==> config.mk <==
export PLATFORM = sky130hd
export DESIGN_NAME = pipe_stage_reg_flat
export DESIGN_NICKNAME = d
export VERILOG_FILES = /design/src/rtl/pipe_stage_reg_pkg.sv /design/src/rtl/pipe_stage_reg_if.sv /design/src/rtl/pipe_stage_reg.sv /design/src/flat_wrapper.sv
export SDC_FILE = /design/constraint.sdc
export NUM_CORES = 1
export LEC_CHECK = 0
export CORE_MARGIN = 2
export CORE_UTILIZATION = 50
export DETAILED_ROUTE_END_ITERATION = 10
export DONT_BUFFER_PORTS = 1
export SLEW_MARGIN = 0
export SYNTH_ARGS = -nofsm -noshare
export SYNTH_HDL_FRONTEND = slang
export SYNTH_SLANG_ARGS = --single-unit
==> constraint.sdc <==
create_clock -name clk -period 4.1 [get_ports clk]
set_clock_uncertainty 0.2 [all_clocks]
set_input_delay 1.23 -clock clk [delete_from_list [all_inputs] [get_ports clk]]
set_output_delay 1.23 -clock clk [all_outputs]
set_load 0.02 [all_outputs]
==> src/rtl/pipe_stage_reg_pkg.sv <==
// Shared constants for the inter-stage pipeline registers (ID/EX, EX/MEM, MEM/WB).
package pipe_stage_reg_pkg;

   // Default boundary widths: RB 32 + ALU_OUT 32 + RD 5 + pad
   localparam int PIPE_DATA_W = 74;
   localparam int PIPE_CTRL_W = 6;

   // Control field layout: RAM_CTRL[3:0], L, RF_LE
   localparam int CTRL_RAM_LSB = 0;
   localparam int CTRL_RAM_W   = 4;
   localparam int CTRL_L_BIT   = 4;
   localparam int CTRL_RFLE_BIT = 5;

   // Bubble pattern: no RAM op, no load, no register-file write
   localparam logic [PIPE_CTRL_W-1:0] PIPE_CTRL_NOP = '0;

   localparam int OCC_W = 2;

endpackage

==> src/rtl/pipe_stage_reg_if.sv <==
// Valid/ready bus carrying separate data and control payloads between stages.
interface pipe_stage_reg_if
   import pipe_stage_reg_pkg::*;
#(
   parameter int DATA_W = PIPE_DATA_W,
   parameter int CTRL_W = PIPE_CTRL_W
);
   logic              valid;
   logic              ready;
   logic [DATA_W-1:0] data;
   logic [CTRL_W-1:0] ctrl;

   modport master (output valid, output data, output ctrl, input ready);
   modport slave  (input valid, input data, input ctrl, output ready);
endinterface

==> src/rtl/pipe_stage_reg.sv <==
// Pipeline register with valid/ready flow control, flush-to-bubble and optional skid slot.
// The main slot drives the output; the skid slot catches one entry accepted while the
// main slot is stalled, so in_ready can come straight from a flop.
module pipe_stage_reg
   import pipe_stage_reg_pkg::*;
#(
   parameter int                DATA_W   = PIPE_DATA_W,
   parameter int                CTRL_W   = PIPE_CTRL_W,
   parameter logic [CTRL_W-1:0] CTRL_NOP = CTRL_W'(PIPE_CTRL_NOP),
   parameter bit                SKID     = 1'b1
) (
   input  logic             clk,
   input  logic             Reset,
   input  logic             flush,
   pipe_stage_reg_if.slave  up,
   pipe_stage_reg_if.master dn,
   output logic [OCC_W-1:0] occupancy
);

   logic              main_valid_q, main_valid_d;
   logic [DATA_W-1:0] main_data_q, main_data_d;
   logic [CTRL_W-1:0] main_ctrl_q, main_ctrl_d;
   logic              skid_valid_q, skid_valid_d;
   logic [DATA_W-1:0] skid_data_q;
   logic [CTRL_W-1:0] skid_ctrl_q;
   logic [OCC_W-1:0]  occupancy_q, occupancy_d;

   logic in_ready;
   logic accept;
   logic load_main;

   // Handshake terms; main slot may reload whenever it is empty or being emitted
   always_comb begin
      load_main = !main_valid_q || dn.ready;
      in_ready  = SKID ? !skid_valid_q : load_main;
      accept    = up.valid && in_ready;
   end

   // Main slot next state: skid entry has priority over the input to keep FIFO order
   always_comb begin
      main_valid_d = main_valid_q;
      main_data_d  = main_data_q;
      main_ctrl_d  = main_ctrl_q;
      if (flush) begin
         main_valid_d = 1'b0;
      end else if (load_main) begin
         if (skid_valid_q) begin
            main_valid_d = 1'b1;
            main_data_d  = skid_data_q;
            main_ctrl_d  = skid_ctrl_q;
         end else begin
            main_valid_d = accept;
            if (accept) begin
               main_data_d = up.data;
               main_ctrl_d = up.ctrl;
            end
         end
      end
      occupancy_d = OCC_W'(main_valid_d) + OCC_W'(skid_valid_d);
   end

   generate
      if (SKID) begin : g_skid
         logic [DATA_W-1:0] skid_data_d;
         logic [CTRL_W-1:0] skid_ctrl_d;

         // Skid fills only when an accept lands on a stalled main slot; drains into main
         always_comb begin
            skid_valid_d = skid_valid_q;
            skid_data_d  = skid_data_q;
            skid_ctrl_d  = skid_ctrl_q;
            if (flush) begin
               skid_valid_d = 1'b0;
            end else if (load_main && skid_valid_q) begin
               skid_valid_d = accept;
               if (accept) begin
                  skid_data_d = up.data;
                  skid_ctrl_d = up.ctrl;
               end
            end else if (!load_main && accept) begin
               skid_valid_d = 1'b1;
               skid_data_d  = up.data;
               skid_ctrl_d  = up.ctrl;
            end
         end

         // Skid slot registers
         always_ff @(posedge clk) begin
            if (Reset) begin
               skid_valid_q <= 1'b0;
               skid_data_q  <= '0;
               skid_ctrl_q  <= CTRL_NOP;
            end else begin
               skid_valid_q <= skid_valid_d;
               skid_data_q  <= skid_data_d;
               skid_ctrl_q  <= skid_ctrl_d;
            end
         end
      end else begin : g_noskid
         assign skid_valid_d = 1'b0;
         assign skid_valid_q = 1'b0;
         assign skid_data_q  = '0;
         assign skid_ctrl_q  = CTRL_NOP;
      end
   endgenerate

   // Main slot and occupancy registers
   always_ff @(posedge clk) begin
      if (Reset) begin
         main_valid_q <= 1'b0;
         main_data_q  <= '0;
         main_ctrl_q  <= CTRL_NOP;
         occupancy_q  <= '0;
      end else begin
         main_valid_q <= main_valid_d;
         main_data_q  <= main_data_d;
         main_ctrl_q  <= main_ctrl_d;
         occupancy_q  <= occupancy_d;
      end
   end

   // Outputs; control is forced to the NOP pattern whenever the slot is a bubble
   always_comb begin
      up.ready  = in_ready;
      dn.valid  = main_valid_q;
      dn.data   = main_data_q;
      dn.ctrl   = main_valid_q ? main_ctrl_q : CTRL_NOP;
      occupancy = occupancy_q;
   end

endmodule
==> src/flat_wrapper.sv <==
// flat-port wrapper written by rule: the top's interface ports become plain ports
module pipe_stage_reg_flat import pipe_stage_reg_pkg::*;
#(
   parameter int                DATA_W   = PIPE_DATA_W,
   parameter int                CTRL_W   = PIPE_CTRL_W,
   parameter logic [CTRL_W-1:0] CTRL_NOP = CTRL_W'(PIPE_CTRL_NOP),
   parameter bit                SKID     = 1'b1
)
  (clk, Reset, flush, occupancy, up_valid, up_data, up_ctrl, up_ready, dn_valid, dn_data, dn_ctrl, dn_ready);
  pipe_stage_reg_if #(.DATA_W(DATA_W), .CTRL_W(CTRL_W)) up_i ();
  pipe_stage_reg_if #(.DATA_W(DATA_W), .CTRL_W(CTRL_W)) dn_i ();
  input  logic clk;
  input  logic Reset;
  input  logic flush;
  output logic [OCC_W-1:0] occupancy;
  input wire logic [$bits(up_i.valid)-1:0] up_valid;
  input wire logic [$bits(up_i.data)-1:0] up_data;
  input wire logic [$bits(up_i.ctrl)-1:0] up_ctrl;
  output wire logic [$bits(up_i.ready)-1:0] up_ready;
  output wire logic [$bits(dn_i.valid)-1:0] dn_valid;
  output wire logic [$bits(dn_i.data)-1:0] dn_data;
  output wire logic [$bits(dn_i.ctrl)-1:0] dn_ctrl;
  input wire logic [$bits(dn_i.ready)-1:0] dn_ready;
  assign up_i.valid = up_valid;
  assign up_i.data = up_data;
  assign up_i.ctrl = up_ctrl;
  assign up_ready = up_i.ready;
  assign dn_valid = dn_i.valid;
  assign dn_data = dn_i.data;
  assign dn_ctrl = dn_i.ctrl;
  assign dn_i.ready = dn_ready;
  pipe_stage_reg #(.DATA_W(DATA_W), .CTRL_W(CTRL_W), .CTRL_NOP(CTRL_NOP), .SKID(SKID)) u_core (.clk(clk), .Reset(Reset), .flush(flush), .up(up_i), .dn(dn_i), .occupancy(occupancy));
endmodule
==> reports/summary.md, run 1 <==
- area taken by flip-flops and latches: 3290 µm²
- Leakage: 2.58 nW
- global-route total usage across every layer: 0.200
- count of warnings emitted by yosys: 0
- sequential power share: 0.496
- count of buffers inserted at the top-level ports: 0
- post-synthesis compound-gate area fraction: 0.179
- worst-path fanout max: 8
- cell area after synthesis: 7920 µm²
- Worst slew margin: 0.328
- width of the die: 130 µm
- Final Net Count: 778
- Mapped Avg Cell Area: 10.8 µm²
- number of routed nets with antenna violations: 0
- vertical die dimension: 130 µm
- source-to-sink clock delay at the later pin of the worst-skew pair: 0.41 ns
- Placeable Area: 15700 µm²
- via count normalized by instance count: 5.60
- worst min-delay path class: reg -> reg
- part of the total power dissipated in combinational logic: 0.072
- synthesized-area fraction occupied by adder cells: 0.00158
- share of synthesized cell area in and, or, nand and nor gates: 0.139
- endpoints failing hold: 0
- maximum buffer depth of the clock tree: 2
- clock transition at the registers of the reported paths: 0.06 ns
- required time of the critical path: 2.67 ns
- total clock sinks: 164
- delay of the slowest cell on the worst path: 0.68 ns
- final core utilization: 0.537
- Hold-fix buffers, CTS: 0
- leftover overflow at the end of global routing: 0
- maximum vdd ir drop: 0.285 mV
- Routed WL: 17.0 mm
- gpl congestion: 0.696
- wire length of the first global-routing pass: 26.6 mm
- number of top-level design ports: 169
- commonest cells after routing, fill and taps aside: sky130_fd_sc_hd__dfxtp_1, sky130_fd_sc_hd__mux2i_1, sky130_fd_sc_hd__nand2b_1
- Final Critical Period: 2.88 ns
- number of storage elements in the synthesis netlist: 164
- multi-input logic area: 4160 µm²
- Critical Path, Cell by Cell: and2_1
- cell with the largest stage delay on the worst path: sky130_fd_sc_hd__dfxtp_1
- Cells after Synth: 736
- net count of the mapped netlist: 822
- count of final setup violators: 0
- max-capacitance violation count: 0
- power consumption: 3.55 mW
- number of buffers created by CTS: 17
- switching power summed over all nets: 855 µW
- initial core utilization: 0.506
- Layout area overhead: 6.03%
- maximum number of pins on one net before global-route repair: 245
- total number of vias: 5153
- share of synthesized area spent on multiplexers: 0.202
- most common cell after layout, fill and taps aside: sky130_fd_sc_hd__dfxtp_1
- number of distinct library cell variants in the gate-level netlist after synthesis: 20
- final count of pins violating max slew: 0
- dominant combinational cell family by area after synthesis: multiplexers
- count of antenna diodes in the layout: 0
- number of gates given a new drive strength after cts: 0
- post-DP HPWL: 10.3 mm
- overall die area: 16900 µm²
- part of the total power dissipated in the clock network: 0.431
- pwr/cell area: 423 nW/µm²
- FP Rows: 46
- average wire per standard cell: 18.4 µm
- Fmax achieved: 347 MHz
- vias in the first global route: 5233
- number of fill cells in the layout: 1431
- arrival time at the worst endpoint: 1.45 ns
- 1st-pass router iterations: 4
- classification of the worst setup path: reg -> out
- Seq/Total Area, Yosys: 0.414
- WP buf/inv: 0
- CTS H-tree depth: 4
- kind of start point of the critical path: register
- transition time at the pin with the least slew margin: 1.01 ns
- clock tree from TritonCTS: built
- final worst path period share: 0.702
- run status: finished clean
- Net Sw Frac: 0.241
- RSZ-0062 raised after global routing: false
- share of post-route cells with drive strength above 1: 0.176
- Worst Setup End Kind: primary output
- setup TNS: 0 ns
- post-synthesis xor/xnor area fraction: 0
- internal power of the cells: 2.70 mW
- antenna violations before repair: 0
- clock root buffer: sky130_fd_sc_hd__clkbuf_16
- Residual DRC: 0
- cell type group with the largest total delay on the critical path: flip-flops
- violation count after the first detailed-route iteration: 180
- # Post-CTS Setup Buffers: 0
==> layout make-up <==
class / count / area share
sequential: 164 / 0.391
inverter: 1 / 0.000447
clock inverter: 7 / 0.00834
clock buffer: 25 / 0.0602
tap: 216 / 0.0322
multi-input combinational: 499 / 0.495
timing repair buffer: 9 / 0.0125
==> cell usage after synthesis <==
library cell,instances,area [µm²]
sky130_fd_sc_hd__dfxtp_1,164,3280
sky130_fd_sc_hd__buf_6,10,113
sky130_fd_sc_hd__clkbuf_1,36,135
sky130_fd_sc_hd__nor3_1,1,5.00
sky130_fd_sc_hd__inv_1,1,3.75
sky130_fd_sc_hd__a21oi_1,81,405
sky130_fd_sc_hd__o21ba_1,1,10.0
sky130_fd_sc_hd__buf_12,8,160
sky130_fd_sc_hd__and2_1,7,43.8
sky130_fd_sc_hd__nor4b_2,1,15.0
sky130_fd_sc_hd__nand2b_1,161,1010
sky130_fd_sc_hd__mux2i_1,160,1600
sky130_fd_sc_hd__buf_1,1,3.75
sky130_fd_sc_hd__nor2_1,2,7.51
sky130_fd_sc_hd__nor2b_1,3,18.8
sky130_fd_sc_hd__buf_2,15,75.1
sky130_fd_sc_hd__or2_2,1,6.26
sky130_fd_sc_hd__buf_4,2,15.0
sky130_fd_sc_hd__a211oi_2,80,1000
sky130_fd_sc_hd__ha_1,1,12.5
==> layer usage <==
metal  share of wire  GRT usage  vias to the layer above
met1            0.42      0.234                     2513
met4           0.010     0.0607                        0
met3           0.092     0.0820                       14
li1                -          -                     2491
met2            0.48      0.337                      135
met5               0          0                        -
==> per-stage QoR <==
step	setup WS, ns	hold slack [ns]	area [µm²]	std cells
2_1_floorplan	1.60	0.248	7920	736
3_3_place_gp	1.01	0.256	7830	889
3_5_place_dp	0.970	0.263	7830	889
4_1_cts	1.22	0.275	8400	921
5_1_grt	1.18	0.287	8400	921
6_report	1.22	0.269	8400	921
==> power by group through the flow <==
stage          Clock [mW]  Combinational (mW)  Sequential, mW
2_1_floorplan           0               0.266            1.78
3_3_place_gp            0               0.250            1.80
3_5_place_dp            0               0.261            1.80
4_1_cts              1.58               0.261            1.76
5_1_grt              1.65               0.286            1.77
6_report             1.53               0.257            1.76
==> kinds of logic after synthesis <==
kind of cell	Yosys count
buf+inv	73
compound gates	162
fa+ha+maj	1
simple gates	176
mux	160
flops	164
==> final timing paths <==
kind                                                     startpoint                                  end  slack [ns]  cells past startpoint
worst max register to register           u_core.dn.valid$_SDFF_PP0_  u_core.skid_data_q[58]$_SDFFE_PP0P_        1.57                      4
worst min-delay path            u_core.skid_data_q[31]$_SDFFE_PP0P_  u_core.skid_data_q[31]$_SDFFE_PP0P_        0.27                      2
worst min register to register  u_core.skid_data_q[31]$_SDFFE_PP0P_  u_core.skid_data_q[31]$_SDFFE_PP0P_        0.27                      2
worst max-delay path                     u_core.dn.valid$_SDFF_PP0_                           dn_ctrl[1]        1.22                      1
==> sequential cells by signal, indices dropped and copies added (netlist names) <==
| register | flops |
|---|---|
| u_core.dn.data | 74 |
| u_core.skid_data_q | 74 |
| u_core.main_ctrl_q | 6 |
| u_core.skid_ctrl_q | 6 |
| u_core.occupancy | 2 |
| u_core.dn.valid | 1 |
| u_core.skid_valid_q | 1 |
(Power assumes the default switching activity.)
==> run 2: changes to the inputs <==
PLACE_DENSITY = 0.68   (was default)
clock period = 2.5 ns   (was 4.1 ns; I/O delays follow)
==> run 2 against run 1 <==
Via count grew 2.0%. Global-route usage grew 0.42 points. Cell count grew 0.33%. Register-to-register slack lost 1.1 ns.
==> reports/summary.md, run 2 (synthesis gave the netlist of run 1 again) <==
- Final Critical Period: 2.26 ns
- Routed WL: 17.1 mm, was 17.0 mm
- Residual DRC: 0, unchanged
- vertical die dimension: 130 µm, unchanged
- commonest cells after routing, fill and taps aside: sky130_fd_sc_hd__dfxtp_1, sky130_fd_sc_hd__mux2i_1, sky130_fd_sc_hd__nand2b_1, unchanged
- maximum vdd ir drop: 0.451 mV, was 0.285 mV
- number of fill cells in the layout: 1396, was 1431
- final count of pins violating max slew: 0, unchanged
- worst-path fanout max: 5, was 8
- setup TNS: 0 ns, unchanged
- clock tree from TritonCTS: built, unchanged
- startpoint of the tightest hold check path: Reset, was u_core.skid_data_q[31]$_SDFFE_PP0P_
- max-capacitance violation count: 0, unchanged
- final critical-path setup slack: 0.244 ns, was 1.22 ns
- share of post-route cells with drive strength above 1: 0.182, was 0.176
- total number of vias: 5257, was 5153
- power consumption: 5.75 mW, was 3.55 mW
- number of top-level design ports: 169, unchanged
- endpoint of the most critical setup path: dn_ctrl[3], was dn_ctrl[1]
- sequential power share: 0.503, was 0.496
- endpoints failing hold: 0, unchanged
- transition time at the pin with the least slew margin: 0.720 ns, was 1.01 ns
- arrival time at the worst endpoint: 1.31 ns, was 1.45 ns
- vias in the first global route: 5444, was 5233
- gpl congestion: 0.781, was 0.696
- number of buffers created by CTS: 17, unchanged
- switching power summed over all nets: 1.44 mW, was 855 µW
- antenna violations before repair: 0, unchanged
- Final Net Count: 781, was 778
- source-to-sink clock delay at the later pin of the worst-skew pair: 0.42 ns, was 0.41 ns
- multi-input logic area: 4160 µm², unchanged
- post-DP HPWL: 10.6 mm, was 10.3 mm
- overall die area: 16900 µm², unchanged
- 1st-pass router iterations: 4, unchanged
- Worst Setup End Kind: primary output, unchanged
- maximum buffer depth of the clock tree: 2, unchanged
- initial core utilization: 0.506, unchanged
- via count normalized by instance count: 5.69, was 5.60
- leftover overflow at the end of global routing: 0, unchanged
- RSZ-0062 raised after global routing: false, unchanged
- register-to-register setup slack: 0.50 ns, was 1.57 ns
- run status: finished clean, unchanged
- width of the die: 130 µm, unchanged
- maximum number of pins on one net before global-route repair: 245, unchanged
- worst min-delay path class: in -> reg, was reg -> reg
- Critical Path Source: u_core.dn.valid$_SDFF_PP0_, unchanged
- required time of the critical path: 1.55 ns, was 2.67 ns
- count of antenna diodes in the layout: 0, unchanged
- total clock sinks: 164, unchanged
- Setup Slack @ Placement: 0.250 ns, was 0.970 ns
- area taken by flip-flops and latches: 3290 µm², about the same
- # Post-CTS Setup Buffers: 0, unchanged
- global-route total usage across every layer: 0.204, was 0.200
- wire length of the first global-routing pass: 27.2 mm, was 26.6 mm
- Worst slew margin: 0.520, was 0.328
- number of routed nets with antenna violations: 0, unchanged
- capture instance of the worst register-to-register path: u_core.dn.data[73]$_SDFFE_PP0P_, was u_core.skid_data_q[58]$_SDFFE_PP0P_
- pwr/cell area: 682 nW/µm², was 423 nW/µm²
- internal power of the cells: 4.31 mW, was 2.70 mW
- classification of the worst setup path: reg -> out, unchanged
- Net Sw Frac: 0.250, was 0.241
- final worst path period share: 0.902
- violation count after the first detailed-route iteration: 186, was 180
- launch instance of the worst register-to-register path: u_core.skid_valid_q$_SDFF_PP0_, was u_core.dn.valid$_SDFF_PP0_
- Finished Cell Area: 8430 µm², was 8400 µm²
- CTS H-tree depth: 4, unchanged
- kind of start point of the critical path: register, unchanged
- Post-Place Cell Area: 7870 µm², was 7830 µm²
- clock transition at the registers of the reported paths: 0.06 ns, about the same
- most common cell after layout, fill and taps aside: sky130_fd_sc_hd__dfxtp_1, unchanged
- count of buffers inserted at the top-level ports: 0, unchanged
- part of the total power dissipated in the clock network: 0.423, was 0.431
- Placeable Area: 15700 µm², unchanged
- Leakage: 2.58 nW, about the same
- Fmax achieved: 443 MHz
- clock root buffer: sky130_fd_sc_hd__clkbuf_16, unchanged
- count of final setup violators: 0, unchanged
- depth of the most critical reg-to-reg path: 4, unchanged
- Layout area overhead: 6.43%, was 6.03%
- average wire per standard cell: 18.6 µm, was 18.4 µm
- FP Rows: 46, unchanged
- part of the total power dissipated in combinational logic: 0.074, was 0.072
## run 2: cell types whose count changed in the layout (fill, tap and decap cells not counted), sizes merged
| cell | change |
|---|---|
| clkinvlp | +2 |
| buf | +3 |
| bufinv | -1 |
| clkinv | +2 |
| clkbuf | -3 |
## run 2: layout make-up
type	instances	share of cell area
clock buffers	22	0.0576
clock inverters	10	0.00861
inverters	1	0.000445
multi-input cells	499	0.493
flip-flops and latches	164	0.390
well taps	216	0.0321
repair buffers	12	0.0181
## run 2: routing by layer
| metal | up-vias | part of all wire | GRT usage |
|---|---|---|---|
| met4 | 0 | 0.026 | 0.0974 |
| li1 | 2508 | - | - |
| met1 | 2577 | 0.41 | 0.225 |
| met3 | 34 | 0.084 | 0.0857 |
| met5 | - | 0 | 0 |
| met2 | 138 | 0.48 | 0.342 |
## run 2: how the worst min path moves through the flow
stage,endpoint,slack [ns],cells past startpoint
floorplan,u_core.skid_data_q[10]$_SDFFE_PP0P_,0.25,2
CTS,u_core.dn.data[24]$_SDFFE_PP0P_,0.17,1
finish,u_core.dn.data[11]$_SDFFE_PP0P_,0.21,1
global placement,u_core.skid_data_q[21]$_SDFFE_PP0P_,0.26,2
detailed placement,u_core.skid_ctrl_q[2]$_SDFFE_PP0P_,0.26,2
global route,u_core.dn.data[11]$_SDFFE_PP0P_,0.17,1
## run 2: worst max-delay path: stages, from the launching register on
cell and delay [ns]:
sky130_fd_sc_hd__dfxtp_2 0.46, sky130_fd_sc_hd__buf_4 0.17, sky130_fd_sc_hd__and2_1 0.25
## run 2: power groups by stage
stage / clock network [mW] / registers, mW / logic [mW]
finish: 2.43 / 2.89 / 0.428
CTS: 2.50 / 2.89 / 0.433
detailed placement: 0 / 2.95 / 0.432
global placement: 0 / 2.95 / 0.416
global route: 2.60 / 2.90 / 0.469
floorplan: 0 / 2.92 / 0.437
## run 2: what timing repair did
action                     CTS  global route
gates resized for setup      0             1
hold buffers                 0             0
setup endpoints to repair    0             5
## run 2: stage by stage
stage / hold slack, ns / util / std cells
after floorplan: 0.248 / - / 736
after global placement: 0.256 / 0.503 / 892
after detailed placement: 0.261 / 0.503 / 892
after CTS: 0.172 / 0.539 / 924
after global routing: 0.174 / 0.539 / 924
final: 0.214 / 0.539 / 924
==> run 3: changes to the inputs <==
GPL_TIMING_DRIVEN = 0   (was default)
==> run 3 against run 2 <==
Clock power up 9.1%. Total power rose by 5.6%. Register-to-register slack lost 0.12 ns. Routed wire length increased by 13%. Maximum frequency decreased by 4.5%. Sequential share of layout area is 1.6 points lower. Critical path depth rose by 1. Cell count increased by 6.5%. Largest cell class unchanged.
==> reports/summary.md, run 3 (synthesis gave the netlist of run 1 again) <==
- clock root buffer: sky130_fd_sc_hd__clkbuf_16, unchanged
- vertical die dimension: 130 µm, unchanged
- required time of the critical path: 1.55 ns, about the same
- launch instance of the worst register-to-register path: u_core.dn.valid$_SDFF_PP0_, was u_core.skid_valid_q$_SDFF_PP0_
- worst min-delay path class: in -> reg, unchanged
- average wire per standard cell: 19.7 µm, was 18.6 µm
- clock tree from TritonCTS: built, unchanged
- clock transition at the registers of the reported paths: 0.07 ns, was 0.06 ns
- share of post-route cells with drive strength above 1: 0.193, was 0.182
- Hold-fix buffers, CTS: 0, unchanged
- pwr/cell area: 691 nW/µm², was 682 nW/µm²
- global-route total usage across every layer: 0.234, was 0.204
- 1st-pass router iterations: 4, unchanged
- count of buffers inserted at the top-level ports: 0, unchanged
- arrival time at the worst endpoint: 1.41 ns, was 1.31 ns
- cell with the largest stage delay on the worst path: sky130_fd_sc_hd__dfxtp_1, was sky130_fd_sc_hd__dfxtp_2
- number of top-level design ports: 169, unchanged
- gpl congestion: 0.815, was 0.781
- Routed WL: 19.4 mm, was 17.1 mm
- cell depth of the worst min-delay path: 2, was 1
- kind of start point of the critical path: register, unchanged
- delay of the slowest cell on the worst path: 0.37 ns, was 0.46 ns
- grt peak-use layer: met2, unchanged
- vias in the first global route: 5687, was 5444
- global-route met2 utilization: 0.395, was 0.342
- classification of the worst setup path: reg -> out, unchanged
- startpoint of the tightest hold check path: up_data[36], was Reset
- width of the die: 130 µm, unchanged
- capture instance of the worst register-to-register path: u_core.dn.data[66]$_SDFFE_PP0P_, was u_core.dn.data[73]$_SDFFE_PP0P_
- run status: finished clean, unchanged
- initial core utilization: 0.506, unchanged
- most common cell type on the critical path: sky130_fd_sc_hd__buf_4
- number of gates given a new drive strength after cts: 2, was 0
- violation count after the first detailed-route iteration: 227, was 186
- Fmax achieved: 423 MHz, was 443 MHz
- worst-path fanout max: 10, was 5
- FP Rows: 46, unchanged
- number of routed nets with antenna violations: 0, unchanged
- fraction of met1 tracks used by global routing: 0.287, was 0.225
- power consumption: 6.07 mW, was 5.75 mW
- Worst slew margin: 0.520, about the same
- leftover overflow at the end of global routing: 0, unchanged
- depth of the most critical reg-to-reg path: 5, was 4
- maximum buffer depth of the clock tree: 2, unchanged
- transition time at the pin with the least slew margin: 0.720 ns, about the same
- Critical Path, Cell by Cell: buf_4 -> buf_4 -> inv_1, was buf_4 -> and2_1
- total clock sinks: 164, unchanged
- maximum vdd ir drop: 0.462 mV, was 0.451 mV
- wire length of the first global-routing pass: 30.6 mm, was 27.2 mm
- most common cell after layout, fill and taps aside: sky130_fd_sc_hd__dfxtp_1, unchanged
- maximum number of pins on one net before global-route repair: 17, was 245
- max-capacitance violation count: 0, unchanged
- count of final setup violators: 0, unchanged
- Leakage: 2.77 nW, was 2.58 nW
- antenna violations before repair: 0, unchanged
- count of antenna diodes in the layout: 0, unchanged
- Placeable Area: 15700 µm², unchanged
- Residual DRC: 0, unchanged
- register-to-register setup slack: 0.38 ns, was 0.50 ns
- post-DP HPWL: 13.7 mm, was 10.6 mm
- # Post-CTS Setup Buffers: 0, unchanged
- CTS H-tree depth: 4, unchanged
- source-to-sink clock delay at the later pin of the worst-skew pair: 0.42 ns, about the same
- Layout area overhead: 10.9%, was 6.43%
- final count of pins violating max slew: 0, unchanged
- overall die area: 16900 µm², unchanged
- met3 GRT Util: 0.0652, was 0.0857
- Worst Setup End Kind: primary output, unchanged
- RSZ-0062 raised after global routing: false, unchanged
- Final Critical Period: 2.36 ns, was 2.26 ns
- number of fill cells in the layout: 1366, was 1396
- endpoints failing hold: 0, unchanged
- Cell Count Post-Placement: 952, was 892
- commonest cells after routing, fill and taps aside: sky130_fd_sc_hd__dfxtp_1, sky130_fd_sc_hd__nand2b_1, sky130_fd_sc_hd__mux2i_1, was sky130_fd_sc_hd__dfxtp_1, sky130_fd_sc_hd__mux2i_1, sky130_fd_sc_hd__nand2b_1
- number of buffers created by CTS: 17, unchanged
- Final Net Count: 841, was 781
- total number of vias: 5529, was 5257
- fin cells: 984, was 924
- final worst path period share: 0.945, was 0.902
- terminating pin of the worst hold path: u_core.skid_data_q[36]$_SDFFE_PP0P_, was u_core.dn.data[11]$_SDFFE_PP0P_
- via count normalized by instance count: 5.62, was 5.69
==> run 3: worst max-delay path by stage <==
stage | start | endpoint | slack [ns] | cells past startpoint
6_report | u_core.skid_valid_q$_SDFF_PP0_ | up_ready | 0.14 | 3
5_1_grt | u_core.skid_valid_q$_SDFF_PP0_ | up_ready | 0.07 | 3
4_1_cts | u_core.skid_valid_q$_SDFF_PP0_ | up_ready | 0.1 | 3
3_5_place_dp | Reset | u_core.dn.data[38]$_SDFFE_PP0P_ | -0.06 | 5
3_3_place_gp | Reset | u_core.dn.data[45]$_SDFFE_PP0P_ | -0.00003 | 5
2_1_floorplan | Reset | u_core.dn.data[0]$_SDFFE_PP0P_ | 0.48 | 5
==> run 3: cell type report <==
| cell class | count | area, µm² | share of cell area |
|---|---|---|---|
| Multi-Input combinational cell | 499 | 4130 | 0.470 |
| Sequential cell | 164 | 3280 | 0.374 |
| Buffer | 72 | 507 | 0.0577 |
| Clock buffer | 18 | 429 | 0.0488 |
| Tap cell | 216 | 270 | 0.0308 |
| Clock inverter | 14 | 160 | 0.0182 |
| Inverter | 1 | 3.75 | 0.000427 |
==> run 3: metal layers <==
metal	wire [µm]	vias to the layer above
met5	0	-
met4	311	0
met3	1280	22
met2	9540	140
met1	8220	2727
li1	-	2640
==> run 3: through the flow <==
step	setup TNS, ns	area, µm²	hold slack [ns]	setup slack (ns)	utilization
finish	0	8790	0.271	0.137	0.561
global route	0	8790	0.265	0.0660	0.561
CTS	0	8790	0.258	0.0969	0.561
detailed placement	-0.762	8190	0.264	-0.0636	0.523
global placement	-0.0000289	8190	0.258	-0.0000289	0.523
floorplan	0	7920	0.248	0.481	-
==> run 3: worst max-delay path, delay by kind of cell (launching register included) <==
kind	cells	cell delay, ns
flops	1	0.37
buf+inv	3	0.62
==> run 3: where the power goes <==
part / leakage [nW] / internal [mW] / switching, mW
Combinational: 1.14 / 0.233 / 0.302
Clock: 0.286 / 1.56 / 1.09
Sequential: 1.34 / 2.72 / 0.175
Total: 2.77 / 4.51 / 1.56
